[src/rtl/manchester_tx_arbiter_pkg.sv]
// Shared constants for the Manchester TX arbiter: FSM state codes and counter widths.
package manchester_pkg;

  localparam int BEAT_CNT_W = 16;
  localparam int GAP_CNT_W  = 8;

  typedef logic [BEAT_CNT_W-1:0] beat_cnt_t;
  typedef logic [GAP_CNT_W-1:0]  gap_cnt_t;

  localparam logic [2:0] ST_IDLE  = 3'd0;
  localparam logic [2:0] ST_GRANT = 3'd1;
  localparam logic [2:0] ST_PASS  = 3'd2;
  localparam logic [2:0] ST_DRAIN = 3'd3;
  localparam logic [2:0] ST_GAP   = 3'd4;

  // With no inter-frame gap configured, a finished frame returns straight to IDLE.
  function automatic logic [2:0] frame_end_state(input int ifg_cycles);
    return (ifg_cycles > 0) ? ST_GAP : ST_IDLE;
  endfunction

endpackage

[src/rtl/manchester_tx_arbiter_if.sv]
// AXI-Stream style byte stream bundle used for both source inputs and the arbitrated output.
interface manchester_tx_arbiter_if #(
  parameter int DATA_WIDTH = 8
);

  logic [DATA_WIDTH-1:0] tdata;
  logic                  tvalid;
  logic                  tlast;
  logic                  tready;

  modport master (output tdata, output tvalid, output tlast, input tready);
  modport slave  (input tdata, input tvalid, input tlast, output tready);

endinterface

[src/rtl/manchester_tx_arbiter_rr_arbiter2.sv]
// Two-way round-robin chooser; the last-grant pointer moves only when a frame completes.
module rr_arbiter2 (
  input  logic       aclk,
  input  logic       areset,
  input  logic [1:0] req,
  input  logic       update,
  input  logic       update_idx,
  output logic       pick,
  output logic       any_req
);

  logic last_grant;

  // Pointer resets to 1 so that source 0 wins the first contested arbitration.
  always_ff @(posedge aclk) begin
    if (areset) begin
      last_grant <= 1'b1;
    end else if (update) begin
      last_grant <= update_idx;
    end
  end

  always_comb begin
    any_req = |req;
    pick    = 1'b0;
    if (req[0] && req[1]) begin
      pick = ~last_grant;
    end else if (req[1]) begin
      pick = 1'b1;
    end
  end

endmodule

[src/rtl/manchester_tx_arbiter.sv]
// Frame-level round-robin arbiter of two byte streams with truncation and inter-frame gap.
module manchester_tx_arbiter
  import manchester_pkg::*;
#(
  parameter int DATA_WIDTH      = 8,
  parameter int IFG_CYCLES      = 12,
  parameter int MAX_FRAME_BEATS = 1518
) (
  input  logic                   aclk,
  input  logic                   areset,
  manchester_tx_arbiter_if.slave  s0_axis,
  manchester_tx_arbiter_if.slave  s1_axis,
  manchester_tx_arbiter_if.master m_axis,
  output logic                   grant,
  output logic                   busy,
  output logic                   trunc_pulse
);

  localparam beat_cnt_t  LAST_BEAT = beat_cnt_t'(MAX_FRAME_BEATS - 1);
  localparam gap_cnt_t   GAP_LAST  = gap_cnt_t'((IFG_CYCLES > 0) ? (IFG_CYCLES - 1) : 0);
  localparam logic [2:0] END_STATE = frame_end_state(IFG_CYCLES);

  logic [2:0]            state;
  logic                  grant_q;
  beat_cnt_t             beat_cnt;
  gap_cnt_t              gap_cnt;

  logic [DATA_WIDTH-1:0] src_data;
  logic                  src_valid;
  logic                  src_last;
  logic                  src_ready;
  logic                  in_pass;
  logic                  in_drain;
  logic                  at_limit;
  logic                  pass_hs;
  logic                  drain_hs;
  logic                  frame_end;
  logic                  arb_pick;
  logic                  arb_any;

  rr_arbiter2 u_rr (
    .aclk       (aclk),
    .areset     (areset),
    .req        ({s1_axis.tvalid, s0_axis.tvalid}),
    .update     (frame_end),
    .update_idx (grant_q),
    .pick       (arb_pick),
    .any_req    (arb_any)
  );

  always_comb begin
    src_data  = grant_q ? s1_axis.tdata  : s0_axis.tdata;
    src_valid = grant_q ? s1_axis.tvalid : s0_axis.tvalid;
    src_last  = grant_q ? s1_axis.tlast  : s0_axis.tlast;
  end

  assign in_pass   = (state == ST_PASS);
  assign in_drain  = (state == ST_DRAIN);
  assign at_limit  = (beat_cnt == LAST_BEAT);
  assign pass_hs   = in_pass && src_valid && m_axis.tready;
  assign drain_hs  = in_drain && src_valid;
  assign frame_end = (pass_hs || drain_hs) && src_last;

  // A source tlast on the limit beat is a normal end, so truncation requires its absence.
  assign trunc_pulse = pass_hs && !src_last && at_limit;

  always_comb begin
    m_axis.tvalid = in_pass && src_valid;
    m_axis.tlast  = in_pass && src_valid && (src_last || at_limit);
    m_axis.tdata  = in_pass ? src_data : '0;
    src_ready     = in_pass ? m_axis.tready : in_drain;
    s0_axis.tready = src_ready && !grant_q;
    s1_axis.tready = src_ready && grant_q;
  end

  assign grant = grant_q;
  assign busy  = (state == ST_GRANT) || in_pass || in_drain;

  always_ff @(posedge aclk) begin
    if (areset) begin
      state    <= ST_IDLE;
      grant_q  <= 1'b0;
      beat_cnt <= '0;
      gap_cnt  <= '0;
    end else begin
      case (state)
        ST_IDLE: begin
          if (arb_any) begin
            grant_q <= arb_pick;
            state   <= ST_GRANT;
          end
        end
        ST_GRANT: begin
          beat_cnt <= '0;
          state    <= ST_PASS;
        end
        ST_PASS: begin
          if (pass_hs) begin
            beat_cnt <= beat_cnt + 1'b1;
            if (src_last) begin
              state   <= END_STATE;
              gap_cnt <= '0;
            end else if (at_limit) begin
              state <= ST_DRAIN;
            end
          end
        end
        ST_DRAIN: begin
          if (drain_hs && src_last) begin
            state   <= END_STATE;
            gap_cnt <= '0;
          end
        end
        ST_GAP: begin
          if (gap_cnt == GAP_LAST) begin
            state <= ST_IDLE;
          end else begin
            gap_cnt <= gap_cnt + 1'b1;
          end
        end
        default: state <= ST_IDLE;
      endcase
    end
  end

endmodule
[src/flat_wrapper.sv]
// flat-port wrapper written by rule: the top's interface ports become plain ports
module manchester_tx_arbiter_flat import manchester_pkg::*;
#(
  parameter int DATA_WIDTH      = 8,
  parameter int IFG_CYCLES      = 12,
  parameter int MAX_FRAME_BEATS = 1518
)
  (aclk, areset, grant, busy, trunc_pulse, s0_axis_tdata, s0_axis_tvalid, s0_axis_tlast, s0_axis_tready, s1_axis_tdata, s1_axis_tvalid, s1_axis_tlast, s1_axis_tready, m_axis_tdata, m_axis_tvalid, m_axis_tlast, m_axis_tready);
  manchester_tx_arbiter_if #(.DATA_WIDTH(DATA_WIDTH)) s0_axis_i ();
  manchester_tx_arbiter_if #(.DATA_WIDTH(DATA_WIDTH)) s1_axis_i ();
  manchester_tx_arbiter_if #(.DATA_WIDTH(DATA_WIDTH)) m_axis_i ();
  input  logic aclk;
  input  logic areset;
  output logic grant;
  output logic busy;
  output logic trunc_pulse;
  input wire logic [$bits(s0_axis_i.tdata)-1:0] s0_axis_tdata;
  input wire logic [$bits(s0_axis_i.tvalid)-1:0] s0_axis_tvalid;
  input wire logic [$bits(s0_axis_i.tlast)-1:0] s0_axis_tlast;
  output wire logic [$bits(s0_axis_i.tready)-1:0] s0_axis_tready;
  input wire logic [$bits(s1_axis_i.tdata)-1:0] s1_axis_tdata;
  input wire logic [$bits(s1_axis_i.tvalid)-1:0] s1_axis_tvalid;
  input wire logic [$bits(s1_axis_i.tlast)-1:0] s1_axis_tlast;
  output wire logic [$bits(s1_axis_i.tready)-1:0] s1_axis_tready;
  output wire logic [$bits(m_axis_i.tdata)-1:0] m_axis_tdata;
  output wire logic [$bits(m_axis_i.tvalid)-1:0] m_axis_tvalid;
  output wire logic [$bits(m_axis_i.tlast)-1:0] m_axis_tlast;
  input wire logic [$bits(m_axis_i.tready)-1:0] m_axis_tready;
  assign s0_axis_i.tdata = s0_axis_tdata;
  assign s0_axis_i.tvalid = s0_axis_tvalid;
  assign s0_axis_i.tlast = s0_axis_tlast;
  assign s0_axis_tready = s0_axis_i.tready;
  assign s1_axis_i.tdata = s1_axis_tdata;
  assign s1_axis_i.tvalid = s1_axis_tvalid;
  assign s1_axis_i.tlast = s1_axis_tlast;
  assign s1_axis_tready = s1_axis_i.tready;
  assign m_axis_tdata = m_axis_i.tdata;
  assign m_axis_tvalid = m_axis_i.tvalid;
  assign m_axis_tlast = m_axis_i.tlast;
  assign m_axis_i.tready = m_axis_tready;
  manchester_tx_arbiter #(.DATA_WIDTH(DATA_WIDTH), .IFG_CYCLES(IFG_CYCLES), .MAX_FRAME_BEATS(MAX_FRAME_BEATS)) u_core (.aclk(aclk), .areset(areset), .s0_axis(s0_axis_i), .s1_axis(s1_axis_i), .m_axis(m_axis_i), .grant(grant), .busy(busy), .trunc_pulse(trunc_pulse));
endmodule
[config.mk]
export PLATFORM = sky130hd
export DESIGN_NAME = manchester_tx_arbiter_flat
export DESIGN_NICKNAME = d
export VERILOG_FILES = /design/src/rtl/manchester_tx_arbiter_pkg.sv /design/src/rtl/manchester_tx_arbiter_if.sv /design/src/rtl/manchester_tx_arbiter_rr_arbiter2.sv /design/src/rtl/manchester_tx_arbiter.sv /design/src/flat_wrapper.sv
export SDC_FILE = /design/constraint.sdc
export NUM_CORES = 1
export LEC_CHECK = 0
export CAP_MARGIN = 20
export CORE_ASPECT_RATIO = 2
export CORE_UTILIZATION = 50
export CTS_BUF_LIST = sky130_fd_sc_hd__clkbuf_8
export CTS_CLUSTER_DIAMETER = 200
export CTS_CLUSTER_SIZE = 20
export DETAILED_ROUTE_END_ITERATION = 16
export PLACE_DENSITY = 0.82
export SLEW_MARGIN = 10
export SYNTH_ARGS = -nofsm -noshare
export SYNTH_HDL_FRONTEND = slang
export SYNTH_SLANG_ARGS = --single-unit
[constraint.sdc]
create_clock -name aclk -period 3.1 [get_ports aclk]
set_clock_uncertainty 0.1 [all_clocks]
set_input_delay 0.62 -clock aclk [delete_from_list [all_inputs] [get_ports aclk]]
set_output_delay 0.62 -clock aclk [all_outputs]
set_load 0.05 [all_outputs]
==> key figures <==
Clock tree
  – Clock-pin slew on the worst setup and hold paths: 60 ps
  – H-tree levels: 2
  – Hold Buf Count CTS: 0
  – CTS Buf Count: 5
  – CTS Buffer Depth: 2
  – Clk_lat worst skew: around 280 ps
  – CTS tree: built
  – Clock Sinks: 29
  – Clock root buffer: clkbuf_8

STA
  – Final period utilization: 96.0%
  – TNS Setup: 0 ps
  – Fin. Hold Viols: 0
  – F_max: 336 MHz
  – Pins over their slew limit: 0
  – Slew @ Worst Pin: ~750 ps
  – RSZ-0062 raised after global routing: false
  – Worst rel slew slack: about half
  – Shortest period the worst path allows: 2980 ps
  – Setup-failing EPs final: 0
  – WHS: 384 ps

Placed design
  – Routability congestion estimate: 0.852
  – IO Port Bufs: 37
  – Dpl hpwl: 3500 µm

Logic synthesis
  – Post-synthesis mux area share: 9.31%
  – Yosys reg bits: 29
  – Yosys warning count: 0
  – Simple-gate area share of the yosys netlist: 29.6%
  – Sequential share of the synthesized area: 31.3%
  – Xor and xnor area share after synthesis: 0%
  – Fraction of the mapped netlist area in compound gates: 22.5%
  – Syn nets: about 250
  – Synth Cell Area: about 0.0019 mm²
  – Prevailing post-synth register cell: dfxtp_1
  – EDFF count, synth: 0
  – Post-synth ARST share: 0%
  – Post-synth cell types: between 40 and 50
  – Largest family of logic cells by synthesized area: simple AND/OR/NAND/NOR gates
  – Avg Cell Area, Syn: 8.32 µm²
  – Gate Count Post-Synth: 223
  – Post-synthesis adder-cell area fraction: between 2 and 2.5%

Layout
  – Layout cells sized above 1: 17.2%
  – Commonest cells after routing, fill and taps aside: 29 x dfxtp_1, 24 x clkdlybuf4s50_1, 17 x a21oi_1
  – Synthesis-to-layout area growth: 29.9%
  – Final core occ: 67.6%
  – # diodes: 0
  – Most common cell after layout, fill and taps aside: dfxtp_1
  – Net count, final: 287

Global route
  – GRT Util Overall: 26.2%
  – Antenna violations before repair: 0
  – First-pass GRT wire length: 7740 µm
  – Grt ovf: 0
  – Vias in the first global route: 1791
  – Pin count of the biggest net entering global routing: 32

Setup path
  – Worst EP required: 2380 ps
  – Crit path buf inv count: 2
  – Crit-path max FO: 7
  – Setup crit end kind: primary output
  – CP Launch Type: register
  – WS Path Type: reg2out
  – Critical path's top delay family: simple AND/OR/NAND/NOR gates
  – Crit-path slowest cell: or4b_2
  – Critical Path AT: around 2300 ps
  – Crit path cell chain: inv_1 > ha_1 > or4b_2 > nor3_2 > nand3_1 > nor3_4 > buf_12
  – Largest stage delay, worst path: ~600 ps

Pwr
  – LEAKAGE: 0.828 nW
  – Power Total: roughly 1.5 mW
  – Power per cell area: 622 mW/mm²
  – Worst vdd ir: 0.000450 V

Detailed routing
  – DRT iter0 DRCs: 43
  – Vias: ~1900
  – Vias per cell: approximately 6.0
  – WL final: about 4800 µm
  – Avg WL per Cell: 15.6 µm
  – Drt first pass iters: 4
  – Residual DRC: 0
  – Routed Antenna Nets: 0

Flow run
  – Max Cap Viol: 0

Floorplan
  – I/O pin count: 38
  – Core area: approximately 0.0036 mm²
  – Initial Utilization: 52.0%
  – Die Wd: 45.1 µm
  – Die area: 0.00397 mm²
  – Num rows: 31
  – Vert. Die Dim: ~88 µm

Run status
  – Status: complete, no violations

Worst hold path
  – Hold Crit Class: reg2reg
[cell families (layout without fill, tap and decap cells)]
| family | Yosys count | after routing |
|---|---|---|
| compound gates | 58 | 58 |
| fa+ha+maj | 3 | 3 |
| buf+inv | 19 | 57 |
| flops | 29 | 29 |
| mux | 16 | 16 |
| simple gates | 98 | 98 |
[power breakdown]
group | leakage, nW | switching (mW) | total [mW] | internal (mW)
Sequential | 0.234 | 0.0195 | 0.417 | 0.398
Clock | 0.0485 | 0.142 | 0.315 | 0.172
Combinational | 0.545 | 0.492 | 0.767 | 0.275
[routing by layer]
metal / up-vias / track usage (%) / share of wire, %
met5: - / 0 / 0
met4: 0 / 15.4 / 3.9
met3: 19 / 5.57 / 3.3
met2: 38 / 47.2 / 55
met1: 881 / 25.9 / 38
li1: 922 / - / -
[path summary, 6_finish.rpt]
kind | from | endpoint | slack [ps] | depth (start not counted)
min reg2reg | u_core.beat_cnt[6] | u_core.beat_cnt[6] | 380 | 2
min | u_core.beat_cnt[6] | u_core.beat_cnt[6] | 380 | 2
max | u_core.beat_cnt[1] | trunc_pulse | 120 | 7
max reg2reg | u_core.state[1] | u_core.beat_cnt[13] | 1000 | 5
[sequential cells by signal, summed over array words and instances (netlist names)]
name,cells
u_core.beat_cnt,16
u_core.gap_cnt,8
u_core.state,3
u_core.grant,1
u_core.u_rr.last_grant,1
[per-stage QoR]
stage | instances | setup slack (ps) | cell area, µm²
final | 310 | 124 | 2410
after detailed placement | 303 | 365 | 2310
after global routing | 310 | 4.78 | 2410
after global placement | 303 | 361 | 2310
after CTS | 310 | 37.5 | 2400
after floorplan | 223 | 124 | 1870
[Yosys cell counts, types with 2 or more instances]
master	count	share of area, %
a211o_1	2	0.94
a21oi_1	17	4.6
nor4_1	2	0.67
a41oi_1	2	0.94
buf_6	2	1.2
buf_4	2	0.81
and3_1	5	1.7
nor3b_1	2	0.81
clkbuf_1	6	1.2
nor2_1	17	3.4
and4_1	2	0.94
mux2i_1	12	6.5
or4_1	8	3.2
o31ai_1	6	2.4
nor3_1	9	2.4
nor3b_2	2	1.3
ha_1	3	2.0
mux2_4	2	1.6
a21boi_0	2	0.81
buf_2	4	1.1
nand4_1	6	2.0
o211ai_1	2	0.81
a311oi_1	5	2.4
nand3_1	12	3.2
or3_1	7	2.4
nand2_1	16	3.2
inv_1	5	1.0
nand2b_1	3	1.0
mux2_2	2	1.2
o21ai_0	12	3.2
dfxtp_1	29	31
[worst min-delay path, stage by stage (launching register included)]
cell     delay, ps
dfxtp_1        310
o21ai_0         70
a21oi_1         60
[cell type report]
| cell class | count | area (µm²) |
|---|---|---|
| timing repair buffer | 45 | 460 |
| clock buffer | 6 | 82.6 |
| sequential | 29 | 581 |
| tap | 49 | 61.3 |
| fill | 317 | 1160 |
| multi-input combinational | 175 | 1200 |
| clock inverter | 1 | 3.75 |
| inverter | 5 | 18.8 |
[what timing repair did]
| action | 4_1_cts | 5_1_grt |
|---|---|---|
| resized for setup | 0 | 2 |
| endpoints found under the setup margin | 0 | 1 |
| buffers inserted | 0 | 0 |
Note: power is estimated with default switching activity, not from simulation.
